[src/rtl/pulse_req_arbiter.sv]
// pulse_req_arbiter: round-robin share of one pulse generator between two dav_/rfd producers.
module pulse_req_arbiter #(
   parameter int FIRST_PRIO = 0,
   parameter int CNT_W      = 8
) (
   input  logic             clock,
   input  logic             reset,
   input  logic             dav0_,
   input  logic [1:0]       numero0,
   output logic             rfd0,
   input  logic             dav1_,
   input  logic [1:0]       numero1,
   output logic             rfd1,
   output logic [1:0]       numero,
   output logic             dav_,
   input  logic             rfd,
   output logic             grant,
   output logic [CNT_W-1:0] served0,
   output logic [CNT_W-1:0] served1
);
   typedef enum logic [1:0] {IDLE = 2'b00, OFFER = 2'b01, RELEASE = 2'b10} state_t;
   state_t           state_q;
   logic             rfd0_q, rfd1_q, dav_q, grant_q, prio_q;
   logic [1:0]       numero_q;
   logic [CNT_W-1:0] served0_q, served1_q;
   logic             pick_d, gdav_d;
   // both low -> priority holder; otherwise dav0_ high means only requester 1 is asking
   assign pick_d = (!dav0_ && !dav1_) ? prio_q : dav0_;
   assign gdav_d = grant_q ? dav1_ : dav0_;
   always_ff @(posedge clock or posedge reset) begin
      if (reset) begin
         state_q   <= IDLE;
         rfd0_q    <= 1'b1;
         rfd1_q    <= 1'b1;
         dav_q     <= 1'b1;
         numero_q  <= '0;
         grant_q   <= 1'(FIRST_PRIO);
         prio_q    <= 1'(FIRST_PRIO);
         served0_q <= '0;
         served1_q <= '0;
      end else begin
         case (state_q)
            IDLE: if (rfd && (!dav0_ || !dav1_)) begin
               numero_q <= pick_d ? numero1 : numero0;
               grant_q  <= pick_d;
               dav_q    <= 1'b0;
               rfd0_q   <= pick_d;
               rfd1_q   <= !pick_d;
               state_q  <= OFFER;
            end
            OFFER: if (!rfd) begin
               dav_q   <= 1'b1;
               state_q <= RELEASE;
            end
            RELEASE: if (gdav_d && rfd) begin
               if (!grant_q && served0_q != '1) served0_q <= served0_q + CNT_W'(1);
               if (grant_q && served1_q != '1) served1_q <= served1_q + CNT_W'(1);
               prio_q  <= !grant_q;
               rfd0_q  <= 1'b1;
               rfd1_q  <= 1'b1;
               state_q <= IDLE;
            end
            default: begin
               dav_q   <= 1'b1;
               rfd0_q  <= 1'b1;
               rfd1_q  <= 1'b1;
               state_q <= IDLE;
            end
         endcase
      end
   end
   assign rfd0    = rfd0_q;
   assign rfd1    = rfd1_q;
   assign dav_    = dav_q;
   assign numero  = numero_q;
   assign grant   = grant_q;
   assign served0 = served0_q;
   assign served1 = served1_q;
endmodule

[config.mk]
export PLATFORM = sky130hd
export DESIGN_NAME = pulse_req_arbiter
export DESIGN_NICKNAME = d
export VERILOG_FILES = /design/src/rtl/pulse_req_arbiter.sv
export SDC_FILE = /design/constraint.sdc
export NUM_CORES = 1
export LEC_CHECK = 0
export ABC_CLOCK_PERIOD_IN_PS = 2450
export CORE_ASPECT_RATIO = 1.75
export CORE_MARGIN = 2
export CORE_UTILIZATION = 48
export CTS_CLUSTER_DIAMETER = 100
export DETAILED_ROUTE_END_ITERATION = 6
export GPL_ROUTABILITY_DRIVEN = 0
export GPL_TIMING_DRIVEN = 1
export PLACE_DENSITY = 0.8
export SLEW_MARGIN = 20
export SYNTH_ARGS = -nofsm -noshare
export SYNTH_HDL_FRONTEND = slang
export SYNTH_SLANG_ARGS = --single-unit
[constraint.sdc]
create_clock -name clock -period 2.45 [get_ports clock]
set_clock_uncertainty 0.2 [all_clocks]
set_input_delay 0.49 -clock clock [delete_from_list [all_inputs] [get_ports clock]]
set_output_delay 0.49 -clock clock [all_outputs]
set_load 0.01 [all_outputs]
After elaboration in Yosys (flattened, before gate mapping)
Cells that the tools add are included.

Bits in registers: 25. Input port bits: 9. Output and inout bits: 22. Logic and storage cells: 53.

Add/sub/neg operators: 2. Eq/ne operators: 7. Muxes and demuxes: 15. Bitwise operators: 2. Reduce and logical (&&, ||, !) cells: 18.

Operator list (number): $add A8 B1 Y8 const B (2); $ne A8 B8 Y1 const B (2); $reduce_and A3 Y1 (5); $pmux W1 S3 (3); $mux W2 (4); $mux W1 (7); $ne A2 B2 Y1 const B (3); $pmux W2 S3 (1); $logic_and A1 B1 Y1 (5); $logic_not A1 Y1 (4); $reduce_and A2 Y1 (2); $eq A2 B1 Y1 const B (1); $eq A2 B2 Y1 const B (1); $logic_not A2 Y1 (1); $not A1 Y1 (2); $logic_or A1 B1 Y1 (1).

Depth between registers and ports, before layout
Word-level depth: 6. Gate-level depth with buffers: 5. Mapped depth without buffers: 5.

Least setup slack after synthesis
OpenSTA, ideal clock, no wires.

Path type: register to register. From: register served1_q[0], in the netlist served1[0]. To: register served1_q[7], in the netlist served1[7]. Setup time: 0.079 ns. Arrival time: 1.598 ns. Required time: 2.171 ns. Path slack: 0.573 ns. Stages on the path, launching flop included: 6. Path buffers: 0. Period minus slack after synthesis: 1.877 ns. Path through: dfrtp_1 -> ha_1 -> and3_1 -> a211o_1 -> nor3_2 -> xor2_1.

Longest elaborated chain between the ends: 3. Elaborated cells on any way between the ends: 4. Those cells by class: add/sub: 1; eq/ne: 1; reduce/logical: 2.

RTL lines: from (decl) (RTL line 25) `logic [CNT_W-1:0] served0_q, served1_q;`; from (signal assigned) (RTL line 57) `if (grant_q && served1_q != '1) served1_q <= served1_q + CNT_W'(1);`; parallel branches: the longest is 3 deep, another holds $add A8 B1 Y8.

Several ways; the timed one is not identified. A chain may end at the register's enable or synchronous reset.

Worst setup path in the final report
From: register rfd1_q, in the netlist rfd1. To: output port rfd1.

RTL lines: from (decl) (RTL line 23) `logic rfd0_q, rfd1_q, dav_q, grant_q, prio_q;`; from (signal assigned) (RTL line 48) `rfd1_q <= !pick_d;`; to (decl) (RTL line 13) `output logic rfd1,`.

No word-level cell between the ends.

==> metrics.md <==
| Metric | Value |
|---|---|
| Worst Path Max Fanout | 2 |
| DR vias/cell | 5.81 |
| Crit-path slowest cell | dfstp_2 |
| Critical path class | register to output port |
| HP Start | dav_ |
| Routed wire per std cell | 14.4 um |
| Cell with the most instances after synthesis | dfrtp_1 |
| PwrDens | 825 mW/mm2 |
| Synth area leader | dfrtp_1 |
| Die area | 0.00302 mm2 |
| Max-cap violations | 0 |
| TritonCTS clock tree | built |
| H-Tree Level Count | 1 |
| Worst Hold Class | register to register |
| Syn nets | 128 |
| Post-CTS sizing | 0 |
| RSZ-0062 raised after global routing | false |
| Chip width | 42.4 um |
| Top FF cell, synth | dfrtp_1 |
| Vias in the first global route | 1089 |
| Yosys warns | 0 |
| First-pass DRT Iterations | 4 |
| Worst-path clk slew | 0.08 ns |
| Fin. Hold Viols | 0 |
| Post-route DRC | 0 |
| Largest stage delay, worst path | 0.54 ns |
| Row count | 24 |
| Synth Instances | 117 |
| CP Buf/Inv Count | 1 |
| Routed Antenna Nets | 0 |
| Die height | 71.2 um |
| Post-CTS Setup Bufs | 0 |
| Hold WS | 0.285 ns |
| First-pass GRT wire length | 4.75 mm |
| Initial DRC count | 21 |
| Synth unique cells | 33 |
| Detailed Place HPWL | 2.05 mm |
| Least-Margin Pin Slew | 0.318 ns |
| Clock Tree Root | clkbuf_8 |
| Initial antenna violation count | 0 |
| FF-to-FF path depth | 5 |
| WL final | 2.62 mm |
| Layout Nets | 168 |
| Seq/Total Area, Yosys | 0.508 |
| Synthesis-stage register bit count | 25 |
| Peak VDD IR | 0.702 mV |
| Max Freq | 495 MHz |
| Tot Pwr | 1.37 mW |
| Area delta synth->final | 33.5% |
| Top-area cell type share of the netlist area | 0.444 |
| Hold buffers post-CTS | 0 |
| Reg2reg start | served1[0] |
| Crit-path cells | clkdlybuf4s50_1 |
| Rel. slew slack | 0.788 |
| GRT Util Overall | 0.201 |
| Hold depth | 2 |
| CTS Buf Count | 3 |
| Most area-consuming cells after synthesis | dfrtp_1 44%, dfstp_2 6.4%, mux2_2 3.6% |
| Top post-synthesis cells by count | 22 x dfrtp_1, 11 x nand2_1, 9 x inv_1, 8 x a21oi_1, 7 x o21ai_0 |
| Worst min-delay path endpoint | dav_ |
| Worst path arrival time | 1.33 ns |
| RR Endpoint | served1[7] |
| Initial core utilization | 0.503 |
| Final Max Slew Viols | 0 |
| # IOs | 31 |
| Clk buf depth | 2 |
| Setup TNS | 0 ns |
| Clock Latency Late Sink | 0.27 ns |
| Largest net degree at the start of global routing | 26 |
| Total grt overflow | 0 |
| Leak pwr | 0.733 nW |
| DR vias | 1057 |
| Period utilization | 0.825 |
| CTS sink count | 25 |
| R2R setup slack | 0.48 ns |
| Crit path time final | 2.02 ns |
| CP Data Required Time | 1.76 ns |
| Post-synthesis async set-or-reset flop share | 1.00 |
| Core footprint | 0.00246 mm2 |
| Diode count | 0 |
| IO buf count | 30 |
| Status | finished, final reports clean |
| Critical path's top delay family | flip-flops |
| Crit start category | register |
| Syn Area/Cell | 10.6 um2 |
| Final setup fails | 0 |
| Syn Std Cell Area | 0.00124 mm2 |
| Share of cells above drive strength 1 | 0.135 |
| Critical Path End Type | output port |
| Post-synth EDFFs | 0 |
-- worst max path at each step --
| stage | startpoint | slack (ns) | to | depth (start not counted) |
|---|---|---|---|---|
| finish | rfd1 | 0.43 | rfd1 | 1 |
| global route | served1[0] | 0.39 | served1[5] | 5 |
| floorplan | served1[0] | 0.57 | served1[7] | 5 |
| global placement | rfd | 0.25 | served1[7] | 5 |
| CTS | rfd1 | 0.42 | rfd1 | 1 |
| detailed placement | rfd | 0.21 | served1[7] | 5 |
-- logic make-up (layout without fill, tap and decap cells) --
kind of cell,Yosys count,in the layout,share of synthesized area
AND/OR/NAND/NOR,37,37,0.173
flip-flops,25,25,0.508
XOR/XNOR,7,7,0.0495
adder cells (fa/ha/maj),2,2,0.0202
buffers and inverters,9,48,0.0273
AO/OA/AOI/OAI,28,28,0.144
multiplexers,9,9,0.0778
-- through the flow --
step,setup WS (ns),cells,utilization,instance area (um2)
final,0.429,182,0.672,1650
after CTS,0.415,182,0.672,1650
after global routing,0.388,182,0.672,1650
after global placement,0.252,178,0.653,1610
after floorplan,0.573,117,-,1240
after detailed placement,0.214,178,0.653,1610
-- placed cells by master, fill, tap and decap left out --
cell / instances
clkbuf_8: 3
o21ai_0: 7
mux2i_1: 4
a211o_1: 1
a2bb2oi_1: 1
clkbuf_1: 1
and2_1: 1
a21boi_0: 1
a31oi_1: 3
ha_1: 2
inv_1: 9
mux2_2: 4
buf_4: 5
nor2_2: 1
o31ai_2: 1
a21oi_1: 8
o22ai_1: 1
nand2_1: 11
clkdlybuf4s50_1: 30
nand3_1: 4
nand4_1: 5
o2111ai_1: 1
dfstp_2: 3
o21a_1: 1
nand2b_1: 3
and3_1: 1
nor3_2: 3
mux2_1: 1
o22a_1: 2
nor2b_1: 1
dfrtp_1: 22
xnor2_1: 5
nand3b_4: 1
and4_1: 1
o211ai_1: 1
xor2_1: 2
nor2_1: 5
-- sequential cells by signal, indices dropped and copies added, names as in the netlist --
name,count
served1,8
rfd0,1
state_q,2
prio_q,1
grant,1
rfd1,1
numero,2
dav_,1
served0,8
-- tightest hold or removal path: cells and delay by family, from the launching register on --
family | cells | cell delay, ns
DFF | 1 | 0.37
buffers and inverters | 1 | 0.06
AOI/OAI and AO/OA | 1 | 0.06
-- power breakdown --
group	leakage [nW]	switching, mW	internal [mW]	total (mW)
Combinational	0.395	0.202	0.281	0.483
Clock	0.0228	0.125	0.116	0.241
Sequential	0.316	0.113	0.528	0.641
-- per-layer routing --
| layer | GRT usage | up-vias | share of wire |
|---|---|---|---|
| met5 | 0 | - | 0 |
| met4 | 0.0972 | 0 | 0.026 |
| met3 | 0.0306 | 8 | 0.049 |
| met2 | 0.379 | 41 | 0.56 |
| met1 | 0.205 | 510 | 0.36 |
| li1 | - | 498 | - |
-- layout make-up --
| cell class | instances | area, um2 |
|---|---|---|
| tap | 26 | 32.5 |
| fill | 198 | 808 |
| clock buffer | 4 | 45.0 |
| sequential | 25 | 629 |
| multi-input combinational | 83 | 576 |
| inverter | 9 | 33.8 |
| timing repair buffer | 35 | 338 |
Note: power is estimated with default switching activity, not from simulation.
==> RTL edit 1 (config.mk and constraints unchanged) <==
Reset style: synchronous (`reset`), changed in one clocked block.
--- a/src/rtl/pulse_req_arbiter.sv
+++ b/src/rtl/pulse_req_arbiter.sv
@@ -27,7 +27,7 @@
    // both low -> priority holder; otherwise dav0_ high means only requester 1 is asking
    assign pick_d = (!dav0_ && !dav1_) ? prio_q : dav0_;
    assign gdav_d = grant_q ? dav1_ : dav0_;
-   always_ff @(posedge clock or posedge reset) begin
+   always_ff @(posedge clock) begin
       if (reset) begin
          state_q   <= IDLE;
          rfd0_q    <= 1'b1;
Formal check against the unedited RTL: differs if reset is asserted again (counterexample within 4 cycles, from zero or initial values and one cycle with reset high); with reset held inactive, the same outputs for 10 cycles.
==> RTL edit 1 against the unedited design <==
- register-to-register slack better by 0.16 ns
- non-clock buffer count grew 1
- largest cell class is now multi-input combinational cells
- highest routed layer unchanged
- worst setup slack lost 0.080 ns
- routed wire length is 5.9% higher
- design area down 2.0%
- worst hold slack better by 0.0040 ns
- sequential cell count did not move
- count of clock-buffer cells in the layout shrank 1
- critical path depth increased by 4
- area after synthesis fell by 1.6%
- critical endpoint is now served0[7]
Power is not compared: it rests on default switching activity, and its combinational part moved more than twofold at a synthesized area within 25%.
==> RTL edit 1: results (changes against the unedited design) <==
Setup path
  • Worst stage delay on the critical path: 0.58 ns (was 0.54 ns)
  • FF-to-FF Start: served1[1] (was served1[0])
  • WP data arrival: 2.11 ns (was 1.33 ns)
  • FF-to-FF setup slack: 0.64 ns (was 0.48 ns)
  • Critical Path Sink: served0[7] (was rfd1)
  • Worst setup path startpoint: rfd (was rfd1)
  • Slowest library cell on the worst path: clkdlybuf4s50_1 (was dfstp_2)

Drt
  • DR vias/cell: 5.772 (was 5.808)
  • WL final: 2.778 mm (was 2.624 mm)
  • Avg WL per Cell: 14.10 microns (was 14.42 microns)
  • Initial DRC count: 11 (was 21)

Place
  • Post-detail-place hpwl: 1.985 mm (was 2.053 mm)
  • Placed Area: 0.001574 sq mm (was 0.001609 sq mm)
  • Place WS: 0.08667 ns (was 0.2144 ns)
  • Placed cells: 193 (was 178)

Synth
  • Synth top area cells: dfxtp_1, nor2_1, mux2i_1 (was dfrtp_1, dfstp_2, mux2_2)
  • Synthesized net count: 146 (was 128)
  • Unique masters post-synth: 41 (was 33)
  • Synth Area in Adders: 0.02053 (was 0.02020)
  • Post-synth top flop: dfxtp_1 (was dfrtp_1)
  • Post-synthesis compound-gate area fraction: 0.1591 (was 0.1444)
  • Mean post-synth cell area: 9.027 sq um (was 10.59 sq um)
  • Synth Area in XOR/XNOR: 0.03593 (was 0.04949)

Global route
  • Via count of the first global-routing pass: 1072 (was 1089)
  • Largest net degree at the start of global routing: 21 (was 26)
  • M3 GR Usage: 0.02296 (was 0.03061)
  • Grt met2 use: 0.3524 (was 0.3795)

Status
  • Status: completed (unchanged)

Timing
  • Slew Limit Headroom: 0.7244 (was 0.7878)
  • Setup slack after layout: 0.3489 ns (was 0.4293 ns)
## RTL edit 1: worst min path at each step
stage | endpoint | slack (ns) | cells after the start
after floorplan | prio_q | 0.29 | 2
after global placement | rfd1 | 0.26 | 2
after detailed placement | rfd1 | 0.28 | 2
after CTS | rfd1 | 0.30 | 2
after global routing | rfd1 | 0.33 | 2
final | rfd1 | 0.29 | 2
## RTL edit 1: power groups by stage
stage / clock (mW) / combinational (mW) / sequential (mW)
global placement: 0 / 0.0859 / 0.434
detailed placement: 0 / 0.0873 / 0.435
floorplan: 0 / 0.0421 / 0.437
CTS: 0.250 / 0.0882 / 0.425
finish: 0.242 / 0.0875 / 0.425
global route: 0.262 / 0.0959 / 0.427
## RTL edit 1: final cells by class
cell class	instances	area (sq um)	share of cell area
tap	26	32.53	0.02008
multi-input combinational	103	684.4	0.4224
inverter	3	11.26	0.006950
clock inverter	1	5.005	0.003089
timing repair buffer	36	345.3	0.2131
sequential	25	500.5	0.3089
clock buffer	3	41.29	0.02548
## RTL edit 1: worst max-delay path: cells and delay by family
family | cells | cell delay, ns
AND/OR/NAND/NOR | 2 | 0.79
AO/OA/AOI/OAI | 2 | 0.25
buffers and inverters | 1 | 0.58
## RTL edit 1: metal layers
metal / vias to the layer above / wire [microns]
met5: - / 0
met1: 536 / 1152
met2: 25 / 1526
met4: 0 / 33
li1: 570 / -
met3: 6 / 66
## RTL edit 1: cells by family after synthesis
logic type	Yosys count
xor gates and xnor gates	5
buffers and inverters	7
muxes	8
and+or+nand+nor	61
AOI/OAI and AO/OA	27
adders and majority gates	2
DFF	25
==> RTL edit 2 (same settings) <==
Without the edit above. Set the parameter `CNT_W` to 12 (it was 8).
--- a/src/rtl/pulse_req_arbiter.sv
+++ b/src/rtl/pulse_req_arbiter.sv
@@ -1,7 +1,7 @@
 // pulse_req_arbiter: round-robin share of one pulse generator between two dav_/rfd producers.
 module pulse_req_arbiter #(
    parameter int FIRST_PRIO = 0,
-   parameter int CNT_W      = 8
+   parameter int CNT_W      = 12
 ) (
    input  logic             clock,
    input  logic             reset,
Ports: changed (resized served0 and served1); port bits go from 31 to 39. The function was not compared with the original's and may differ.
==> RTL edit 2 against the unedited design <==
- design area increased by 35%
- power increased by 25%
- register-to-register slack improved by 0.06 ns
- combinational power increased by 2%
- area after synthesis increased by 36%
- routed wire length increased by 40%
- worst setup slack got worse by 0.091 ns
- sequential cell count increased by 8
- critical path type unchanged
==> RTL edit 2: results (changes against the unedited design) <==
Status
  • Status: completed (unchanged)

Synth
  • Mux share of post-synthesis cell area: 0.06389 (was 0.07778)
  • Synth warn: 0 (unchanged)
  • Register area share after synthesis: 0.4926 (was 0.5081)
  • Post-synthesis compound-gate area fraction: 0.08395 (was 0.1444)
  • Unique masters post-synth: 37 (was 33)
  • Synthesized net count: 172 (was 128)
  • Synth Area in Adders: 0.01486 (was 0.02020)
  • Synth Area in XOR/XNOR: 0.07801 (was 0.04949)
  • Mean post-synth cell area: 10.46 sq um (was 10.59 sq um)
  • Synth top area cells: dfrtp_1, dfstp_2, xnor2_1 (was dfrtp_1, dfstp_2, mux2_2)
  • Top cells by count, synth: dfrtp_1, nand2_1, inv_1, nor2_1 (was dfrtp_1, nand2_1, inv_1)

Power
  • Lkg Pwr: 1.012 nW (was 0.7332 nW)
  • Max VDD drop: 0.5138 mV (was 0.7024 mV)

Global route
  • Global-route wire length before repair: 6.265 mm (was 4.754 mm)
  • Met1 usage in global routing: 0.2096 (was 0.2053)
  • Grt met2 use: 0.3589 (was 0.3795)
  • M3 GR Usage: 0.05576 (was 0.03061)
  • Largest net degree at the start of global routing: 34 (was 26)
  • Via count of the first global-routing pass: 1410 (was 1089)
  • Tot GR Track Use: 0.2053 (was 0.2006)

Place
  • Placed Area: 0.002153 sq mm (was 0.001609 sq mm)
  • Place WS: 0.03811 ns (was 0.2144 ns)
  • IO buf count: 38 (was 30)
  • Post-detail-place hpwl: 2.799 mm (was 2.053 mm)
  • Placed cells: 248 (was 178)

Setup path
  • FF-to-FF Start: state_q[0] (was served1[0])
  • CP Max Fanout: 9 (was 2)
  • Crit path max-delay family: buffers and inverters (was flip-flops)
  • Critical Path Sink: grant (was rfd1)
  • Slowest library cell on the worst path: clkdlybuf4s50_1 (was dfstp_2)
  • Worst stage delay on the critical path: 0.61 ns (was 0.54 ns)
  • R2R Path End: served1[9] (was served1[7])
  • FF-to-FF setup slack: 0.54 ns (was 0.48 ns)
  • Worst setup path startpoint: grant (was rfd1)
  • Reg2reg path depth: 4 (was 5)
  • WP data arrival: 1.42 ns (was 1.33 ns)

Clock network
  • Clock transition at path regs: 0.06 ns (was 0.08 ns)
  • Worst skew pair latency: 0.29 ns (was 0.27 ns)
  • CTS buffer count: 5 (was 3)
  • CTS HTree Levels: 2 (was 1)

Timing
  • Shortest period the worst path allows: 2.112 ns (was 2.021 ns)
  • Worst slew pin tran: 0.4114 ns (was 0.3183 ns)

Drt
  • WL final: 3.675 mm (was 2.624 mm)
  • Metal-1 WL: 1.362 mm (was 949 microns)
  • Initial DRC count: 44 (was 21)
  • Met2 wire len: 2.007 mm (was 1.478 mm)
  • Metal3 WL: 179 microns (was 129 microns)
  • DR vias/cell: 5.467 (was 5.808)

Finish
  • Layout cells sized above 1: 0.1000 (was 0.1346)
  • Post-route insts no fill: 255 (was 182)
  • Post-layout net count: 221 (was 168)
-- RTL edit 2: cell types whose count changed after synthesis, sizes merged, moves of 4 or more --
cell	before	now
nor3	3	7
nand4	5	9
nor2	6	11
dfrtp	22	30
nor4	0	5
xor2	2	7
-- RTL edit 2: final cells by class --
class / instances / area, sq um
Sequential cell: 33 / 829.5
Fill cell: 281 / 1124
Tap cell: 45 / 56.30
Clock buffer: 7 / 86.33
Timing Repair Buffer: 43 / 417.9
Inverter: 10 / 37.54
Multi-Input combinational cell: 117 / 812.0
-- RTL edit 2: report_power, final --
group,switching (mW),total [mW],internal [mW]
combinational,0.225,0.495,0.270
sequential,0.134,0.799,0.664
clock,0.191,0.414,0.223
-- RTL edit 2: how the worst min path moves through the flow --
stage / start / endpoint / slack [ns]
after global placement: numero[0] / numero[0] / 0.27
final: numero[1] / numero[1] / 0.29
after detailed placement: numero[1] / numero[1] / 0.28
after global routing: rfd1 / rfd1 / 0.33
after floorplan: rfd0 / rfd0 / 0.31
after CTS: numero[1] / numero[1] / 0.30
